--- src/rtl/mem_arb_pkg.sv ---
// mem_arbiter shared types: FSM states, owner encoding, latency bound.
// Imported by mem_arb_pick and mem_arbiter.
package mem_arb_pkg;

    typedef enum logic [1:0] {
        IDLE   = 2'd0,
        ACCESS = 2'd1,
        WAIT   = 2'd2,
        DONE   = 2'd3
    } arb_state_t;

    typedef enum logic {
        OWN_CPU = 1'b0,
        OWN_EXT = 1'b1
    } owner_t;

    localparam int LAT_MAX = 3;

endpackage

--- src/rtl/mem_arb_pick.sv ---
// Winner selection between the CPU and external ports.
// MEM_ARB_RR_EN: round-robin on collisions; otherwise CPU has priority.
module mem_arb_pick
    import mem_arb_pkg::*;
(
    input  logic   cpu_req,
    input  logic   ext_req,
    input  owner_t last,
    output logic   win,
    output owner_t who
);

`ifdef MEM_ARB_RR_EN
    // On a collision the port that did not own memory last time wins
    always_comb begin
        win = cpu_req | ext_req;
        who = OWN_CPU;
        if (cpu_req && ext_req)
            who = (last == OWN_CPU) ? OWN_EXT : OWN_CPU;
        else if (ext_req)
            who = OWN_EXT;
    end
`else
    logic unused_last;
    assign unused_last = last;

    // Fixed priority: CPU beats the external port
    always_comb begin
        win = cpu_req | ext_req;
        who = (!cpu_req && ext_req) ? OWN_EXT : OWN_CPU;
    end
`endif

endmodule

--- src/rtl/mem_arbiter.sv ---
// Single-port memory arbiter: CPU vs external loader, fixed-latency access.
// Arbitration policy selected by MEM_ARB_RR_EN (see mem_arb_pick).
module mem_arbiter
    import mem_arb_pkg::*;
#(
    parameter int AW  = 5,
    parameter int DW  = 8,
    parameter int LAT = 1
) (
    input  logic          clk,
    input  logic          rst,
    input  logic          cpu_req,
    input  logic          cpu_we,
    input  logic [AW-1:0] cpu_addr,
    input  logic [DW-1:0] cpu_wdata,
    output logic          cpu_gnt,
    output logic          cpu_done,
    input  logic          ext_req,
    input  logic          ext_we,
    input  logic [AW-1:0] ext_addr,
    input  logic [DW-1:0] ext_wdata,
    output logic          ext_gnt,
    output logic          ext_done,
    output logic [DW-1:0] rdata,
    output logic          mem_rd,
    output logic          mem_wr,
    output logic [AW-1:0] mem_addr,
    output logic [DW-1:0] mem_wdata,
    input  logic [DW-1:0] mem_rdata,
    output logic          busy
);

    localparam logic [1:0] WAIT_LOAD = 2'(LAT - 2);

    arb_state_t state;
    owner_t     owner;
    owner_t     last;
    owner_t     who;
    logic       win;
    logic       we_q;
    logic [1:0] cnt;

    logic          sel_we;
    logic [AW-1:0] sel_addr;
    logic [DW-1:0] sel_wdata;

    mem_arb_pick u_pick (
        .cpu_req (cpu_req),
        .ext_req (ext_req),
        .last    (last),
        .win     (win),
        .who     (who)
    );

    // Route the winning port's request fields toward the latch
    always_comb begin
        sel_we    = (who == OWN_EXT) ? ext_we    : cpu_we;
        sel_addr  = (who == OWN_EXT) ? ext_addr  : cpu_addr;
        sel_wdata = (who == OWN_EXT) ? ext_wdata : cpu_wdata;
    end

    // Read data is exposed only during a read's done cycle
    assign rdata = (state == DONE && !we_q) ? mem_rdata : '0;

    // Access sequencer with registered grants, strobes and done pulses
    always_ff @(posedge clk or negedge rst) begin
        if (!rst) begin
            state     <= IDLE;
            owner     <= OWN_CPU;
            last      <= OWN_EXT;
            we_q      <= 1'b0;
            cnt       <= '0;
            cpu_gnt   <= 1'b0;
            ext_gnt   <= 1'b0;
            cpu_done  <= 1'b0;
            ext_done  <= 1'b0;
            mem_rd    <= 1'b0;
            mem_wr    <= 1'b0;
            mem_addr  <= '0;
            mem_wdata <= '0;
            busy      <= 1'b0;
        end else begin
            unique case (state)
                IDLE: begin
                    if (win) begin
                        state     <= ACCESS;
                        owner     <= who;
                        last      <= who;
                        we_q      <= sel_we;
                        mem_addr  <= sel_addr;
                        mem_wdata <= sel_wdata;
                        mem_rd    <= !sel_we;
                        mem_wr    <= sel_we;
                        cpu_gnt   <= (who == OWN_CPU);
                        ext_gnt   <= (who == OWN_EXT);
                        busy      <= 1'b1;
                    end
                end
                ACCESS: begin
                    mem_rd <= 1'b0;
                    mem_wr <= 1'b0;
                    if (we_q || LAT == 1) begin
                        state    <= DONE;
                        cpu_done <= (owner == OWN_CPU);
                        ext_done <= (owner == OWN_EXT);
                    end else begin
                        state <= WAIT;
                        cnt   <= WAIT_LOAD;
                    end
                end
                WAIT: begin
                    if (cnt == 2'd0) begin
                        state    <= DONE;
                        cpu_done <= (owner == OWN_CPU);
                        ext_done <= (owner == OWN_EXT);
                    end else begin
                        cnt <= cnt - 2'd1;
                    end
                end
                DONE: begin
                    state    <= IDLE;
                    cpu_gnt  <= 1'b0;
                    ext_gnt  <= 1'b0;
                    cpu_done <= 1'b0;
                    ext_done <= 1'b0;
                    busy     <= 1'b0;
                end
            endcase
        end
    end

endmodule

--- config.mk ---
export PLATFORM = sky130hd
export DESIGN_NAME = mem_arbiter
export DESIGN_NICKNAME = d
export VERILOG_FILES = /design/src/rtl/mem_arb_pkg.sv /design/src/rtl/mem_arb_pick.sv /design/src/rtl/mem_arbiter.sv
export SDC_FILE = /design/constraint.sdc
export NUM_CORES = 1
export LEC_CHECK = 0
export CORE_MARGIN = 4
export CORE_UTILIZATION = 40
export CTS_BUF_LIST = sky130_fd_sc_hd__clkbuf_16
export DETAILED_ROUTE_END_ITERATION = 12
export GPL_TIMING_DRIVEN = 0
export PLACE_DENSITY = 0.8
export RECOVER_POWER = 100
export SKIP_LAST_GASP = 1
export SLEW_MARGIN = 10
export SYNTH_ARGS = -nofsm -noshare
export SYNTH_HDL_FRONTEND = slang
export SYNTH_SLANG_ARGS = --single-unit
--- constraint.sdc ---
create_clock -name clk -period 2.4 [get_ports clk]
set_clock_uncertainty 0.1 [all_clocks]
set_input_delay 0.24 -clock clk [delete_from_list [all_inputs] [get_ports clk]]
set_output_delay 0.24 -clock clk [all_outputs]
set_load 0.005 [all_outputs]
Word level (Yosys, flattened, before mapping)
Cells that the tools add are included.
{"block": "word_totals", "regBits": 26, "inputBits": 40, "output_inout_bits": 28, "wordCells": 61}
{"block": "classes", "add_sub_neg": 1, "n_eq_ne": 5, "mux": 22, "bitwise": 4, "reduce_logical": 16}
{"cell": "2-to-1 mux 8 bit", "count": 2}
{"cell": "AND reduction 2 bit", "count": 6}
{"cell": "case mux 1 bit (2 select lines)", "count": 5}
{"cell": "2-to-1 mux 1 bit", "count": 9}
{"cell": "case mux 2 bit (4 select lines)", "count": 1}
{"cell": "case mux 1 bit (3 select lines)", "count": 2}
{"cell": "2-to-1 mux 5 bit", "count": 1}
{"cell": "== test 2 bit (second input constant)", "count": 2}
{"cell": "logical NOT 2 bit", "count": 2}
{"cell": "2-to-1 mux 2 bit", "count": 2}
{"cell": "nonzero test 2 bit", "count": 2}
{"cell": "logical NOT 1 bit", "count": 3}
{"cell": "inverter 1 bit", "count": 3}
{"cell": "nonzero test 3 bit", "count": 1}
{"cell": "== test 2 x 1 -> 1 bit (second input constant)", "count": 1}
{"cell": "logical AND 1 bit", "count": 2}
{"cell": "!= test 2 x 1 -> 1 bit (second input constant)", "count": 1}
{"cell": "!= test 2 bit (second input constant)", "count": 1}
{"cell": "subtractor 2 x 1 -> 2 bit (second input constant)", "count": 1}
{"cell": "OR 1 bit", "count": 1}

Longest topological paths before layout
{"block": "depth", "word_depth": 7, "depth_mapped": 6, "mapped_depth_nobuf": 5}

Modules after synthesis
From an unflattened synthesis, not the netlist that was laid out.
{"block": "unflattened", "cells_unflattened": 132, "area_unflattened_um2": 1358.8}
{"mod": "mem_arbiter", "n_inst": 1, "cells_each": 130, "area_each_um2": 1346.3, "seq_area_each_um2": 676.9}
{"mod": "mem_arb_pick", "n_inst": 1, "cells_each": 2, "area_each_um2": 12.5, "seq_area_each_um2": 0.0}

Worst setup path after synthesis
OpenSTA, ideal clock, no wires.
{"block": "synth_timing", "kind": "register to register", "from": "register state[0]", "to": "register state[1]", "setup_ns": 0.128, "arrival_time_ns": 1.432, "t_required_ns": 2.172, "slack_ns": 0.740, "stages_incl_launch_ff": 7, "path_buffers": 1, "period_less_slack_ns": 1.660, "cell_sequence": "dfrtp_1 -> inv_1 -> ha_1 -> nor2b_1 -> clkbuf_1 -> a21oi_1 -> mux2_1"}
{"block": "synth_between", "elab_chain_cells": 3, "elab_cells_between_ends": 8}
{"element": "from (decl)", "line_no": "mem_arbiter.sv:35", "rtl": "arb_state_t state;"}
{"element": "from (signal assigned)", "line_no": "mem_arbiter.sv:68", "rtl": "state <= IDLE;"}
{"element": "from (signal assigned)", "line_no": "mem_arbiter.sv:86", "rtl": "state <= ACCESS;"}
{"element": "from (signal assigned)", "line_no": "mem_arbiter.sv:103", "rtl": "state <= DONE;"}
{"element": "== test 2 bit / logical NOT 2 bit (equally long branches)", "line_no": "mem_arbiter.sv:83", "rtl": "unique case (state)"}
{"element": "!= test 2 bit (no line) / != test 2 x 1 -> 1 bit (equally long branches)"}
{"element": "AND reduction 2 bit (no line)"}
Several ways; a longest one is shown, not always the timed one.
A chain may end at the register's enable or synchronous reset.

Worst setup path in the final report
{"block": "layout_timing", "from": "register state[1]", "to": "output port rdata[5]"}
{"block": "layout_between", "elab_chain_cells": 3}
{"element": "== test 2 bit", "line_no": "mem_arbiter.sv:63", "rtl": "assign rdata = (state == DONE && !we_q) ? mem_rdata : '0;"}
{"element": "logical AND 1 bit", "line_no": "mem_arbiter.sv:63"}
{"element": "2-to-1 mux 8 bit", "line_no": "mem_arbiter.sv:63"}
{"element": "to (decl)", "line_no": "mem_arbiter.sv:24", "rtl": "output logic [DW-1:0] rdata,"}
Every way passes these cells.

==> impl_metrics.ini <==
[status]
status = finished clean

[worst_setup_path]
path_class = flip-flop to output pin
crit_path_start_kind = flip-flop
worst-path-max-fanout = 8
reg2reg_to = ext_done
end_kind = output pin
required_ns = 2.06
arrival_ns = 1.94
r2r_cells = 6
r2r_setup_slack_ns = 0.37
crit_start = state[1]
r2r-start = state[0]

[cells_and_area]
fin_util = 0.692
nNetsFinal = 240
antenna_cells = 0
finalInstanceArea_um2 = 2180
drive_gt1_frac = 0.0521
fillCellCount = 247
areaGrowthSynthToFinish_pct = 59.2
mostFrequentLayoutCell = clkdlybuf4s50_1
final_cell_mix = clkdlybuf4s50_1 (45), a22o_1 (27), dfrtp_1 (26), dlygate4sd3_1 (22)

[worst_hold_path]
hold_end = busy
worstHoldStart = busy
hold_path.class = flip-flop to flip-flop
holdPathStages = 1

[clock_network]
cts_inserted_buffers = 3
clk_path_buf_depth = 2
clk_pin_slew_ns = 0.06
h-tree-depth = 1
tritoncts = built
post_cts_buffers = 0
clock_latency_ns = 0.25
cts-root-buf = clkbuf_16
clock_sinks = 26

[routing]
drc = 0
antenna_left = 0
num_vias = 1240
wire_per_inst_um = 16.4
first_iter_violations = 49
totalWireLength_um = 3880
drt-pass1-iter-count = 4
via_per_inst = 5.25

[global_routing]
grt_use_total = 0.178
grt_max_degree = 27
globalRoute.busiestLayer = met2
met1_usage = 0.216
grt_overflow = 0
use_met2 = 0.337
grt_pass1_wl_um = 6130
grt_pass1_vias = 1268
use_met3 = 0.0354
antenna_found_initial = 0

[sta]
finalCritPeriodShare = 0.949
finalSetupViolations = 0
fmax_ghz = 0.439
fin_tns_setup_ns = 0
worstMarginPinSlew_ns = 1.31
drv_slew = 0
relSlewSlack = 0.128
hold_viol = 0
post-route-min-period_ns = 2.28
rsz0062_at_grt = false
holdWs_ns = 0.387

[synthesis]
synthCells = 121
yosysWarnings = 0
synthesis.nets = 167
seq_area_frac_synth = 0.474
syn_area_um2 = 1370
avgSynthCellArea_um2 = 11.3
ys_types = 28
synth_seq_cells = 26

[power]
ir_drop_v = 0.000553
powerDensity_nw_per_um2 = 985
leakagePower_uw = 0.000945

[flow_run]
cap_violations = 0

[die]
rows = 20
dieHeight_um = 66.6
die_w_um = 66.6
ios = 68
core-area_um2 = 3150
initial_utilization = 0.435
die-area_um2 = 4430

[place]
gp_congestion = 0.812
dpl-instance-area_um2 = 2100
port_buffers = 67
place_hpwl_um = 3090
## power breakdown
part | switching [uW] | leakage [uW] | total [uW] | internal (uW)
clock network | 132 | 0.0000370 | 352 | 220
registers | 122 | 0.000325 | 754 | 632
logic | 439 | 0.000583 | 1050 | 607
## layout make-up
| type | instances | area, um^2 | share of cell area |
|---|---|---|---|
| Buffer | 9 | 61.3 | 0.0281 |
| Clock buffer | 3 | 75.1 | 0.0344 |
| Inverter | 6 | 22.5 | 0.0103 |
| Multi-Input combinational cell | 80 | 644 | 0.295 |
| Sequential cell | 26 | 651 | 0.298 |
| Tap cell | 44 | 55.1 | 0.0252 |
| Timing Repair Buffer | 68 | 674 | 0.309 |
## cell usage after synthesis
cell / count / area [um^2]
nor3b_1: 2 / 15.0
o41ai_1: 2 / 17.5
a31oi_1: 2 / 12.5
dfrtp_1: 26 / 651
and2b_1: 1 / 7.51
mux2i_1: 4 / 40.0
nor2_2: 1 / 6.26
nor2_1: 2 / 7.51
a22o_1: 27 / 236
a22oi_1: 1 / 7.51
o21ai_0: 2 / 10.0
ha_1: 6 / 75.1
buf_2: 3 / 15.0
buf_6: 2 / 22.5
clkbuf_1: 2 / 7.51
and2_1: 8 / 50.1
a221o_1: 1 / 10.0
xnor2_1: 1 / 8.76
or3b_1: 2 / 17.5
nand2b_1: 2 / 12.5
mux2_1: 3 / 33.8
inv_1: 6 / 22.5
o21ai_1: 5 / 25.0
buf_1: 1 / 3.75
nor2b_1: 2 / 12.5
a21oi_1: 5 / 25.0
buf_8: 1 / 15.0
nand2_1: 1 / 3.75
## per-layer routing
| layer | part of all wire | vias to the layer above |
|---|---|---|
| li1 | - | 591 |
| met1 | 0.41 | 602 |
| met2 | 0.53 | 47 |
| met3 | 0.066 | 0 |
| met4 | 0 | 0 |
| met5 | 0 | - |
## worst max-delay path, stage by stage, from the launching register on
cell,delay (ns)
dfrtp_1,0.41
ha_2,0.26
inv_1,0.13
nor2_4,0.18
and2_1,0.18
clkdlybuf4s50_1,0.52
## flip-flops by register name, summed over array words and instances (netlist names)
| name | flops |
|---|---|
| cnt | 2 |
| cpu_gnt | 1 |
| cpu_done | 1 |
| mem_wr | 1 |
| mem_rd | 1 |
| state | 2 |
| we_q | 1 |
| mem_addr | 5 |
| ext_done | 1 |
| mem_wdata | 8 |
| owner | 1 |
| ext_gnt | 1 |
| busy | 1 |
## stage by stage
stage                     power [uW]  std cells  worst slack, ns
after floorplan                 1260        121            0.740
after global placement          1820        232            0.325
after detailed placement        1870        232            0.204
after CTS                       2240        235         0.000113
after global routing            2310        236           0.0376
final                           2150        236            0.124
## cell families after synthesis
| logic type | after synthesis | synth area share |
|---|---|---|
| compound gates | 45 | 0.251 |
| xor+xnor | 1 | 0.00639 |
| fa+ha+maj | 6 | 0.0547 |
| mux | 7 | 0.0538 |
| simple gates | 21 | 0.0967 |
| flops | 26 | 0.474 |
| buf+inv | 15 | 0.0629 |
## worst max-delay path by stage
stage / end / slack [ns]
detailed placement: rdata[5] / 0.20
CTS: rdata[5] / 0.0001
floorplan: state[1] / 0.74
finish: rdata[5] / 0.12
global placement: rdata[7] / 0.32
global route: rdata[5] / 0.04
## what timing repair did
item	CTS	global route
hold endpoints to repair	0	26
setup endpoints to repair	8	8
hold buffers	0	1
resized for setup	1	2
pin swaps	0	0
No activity file was read; power rests on OpenSTA's default activity.
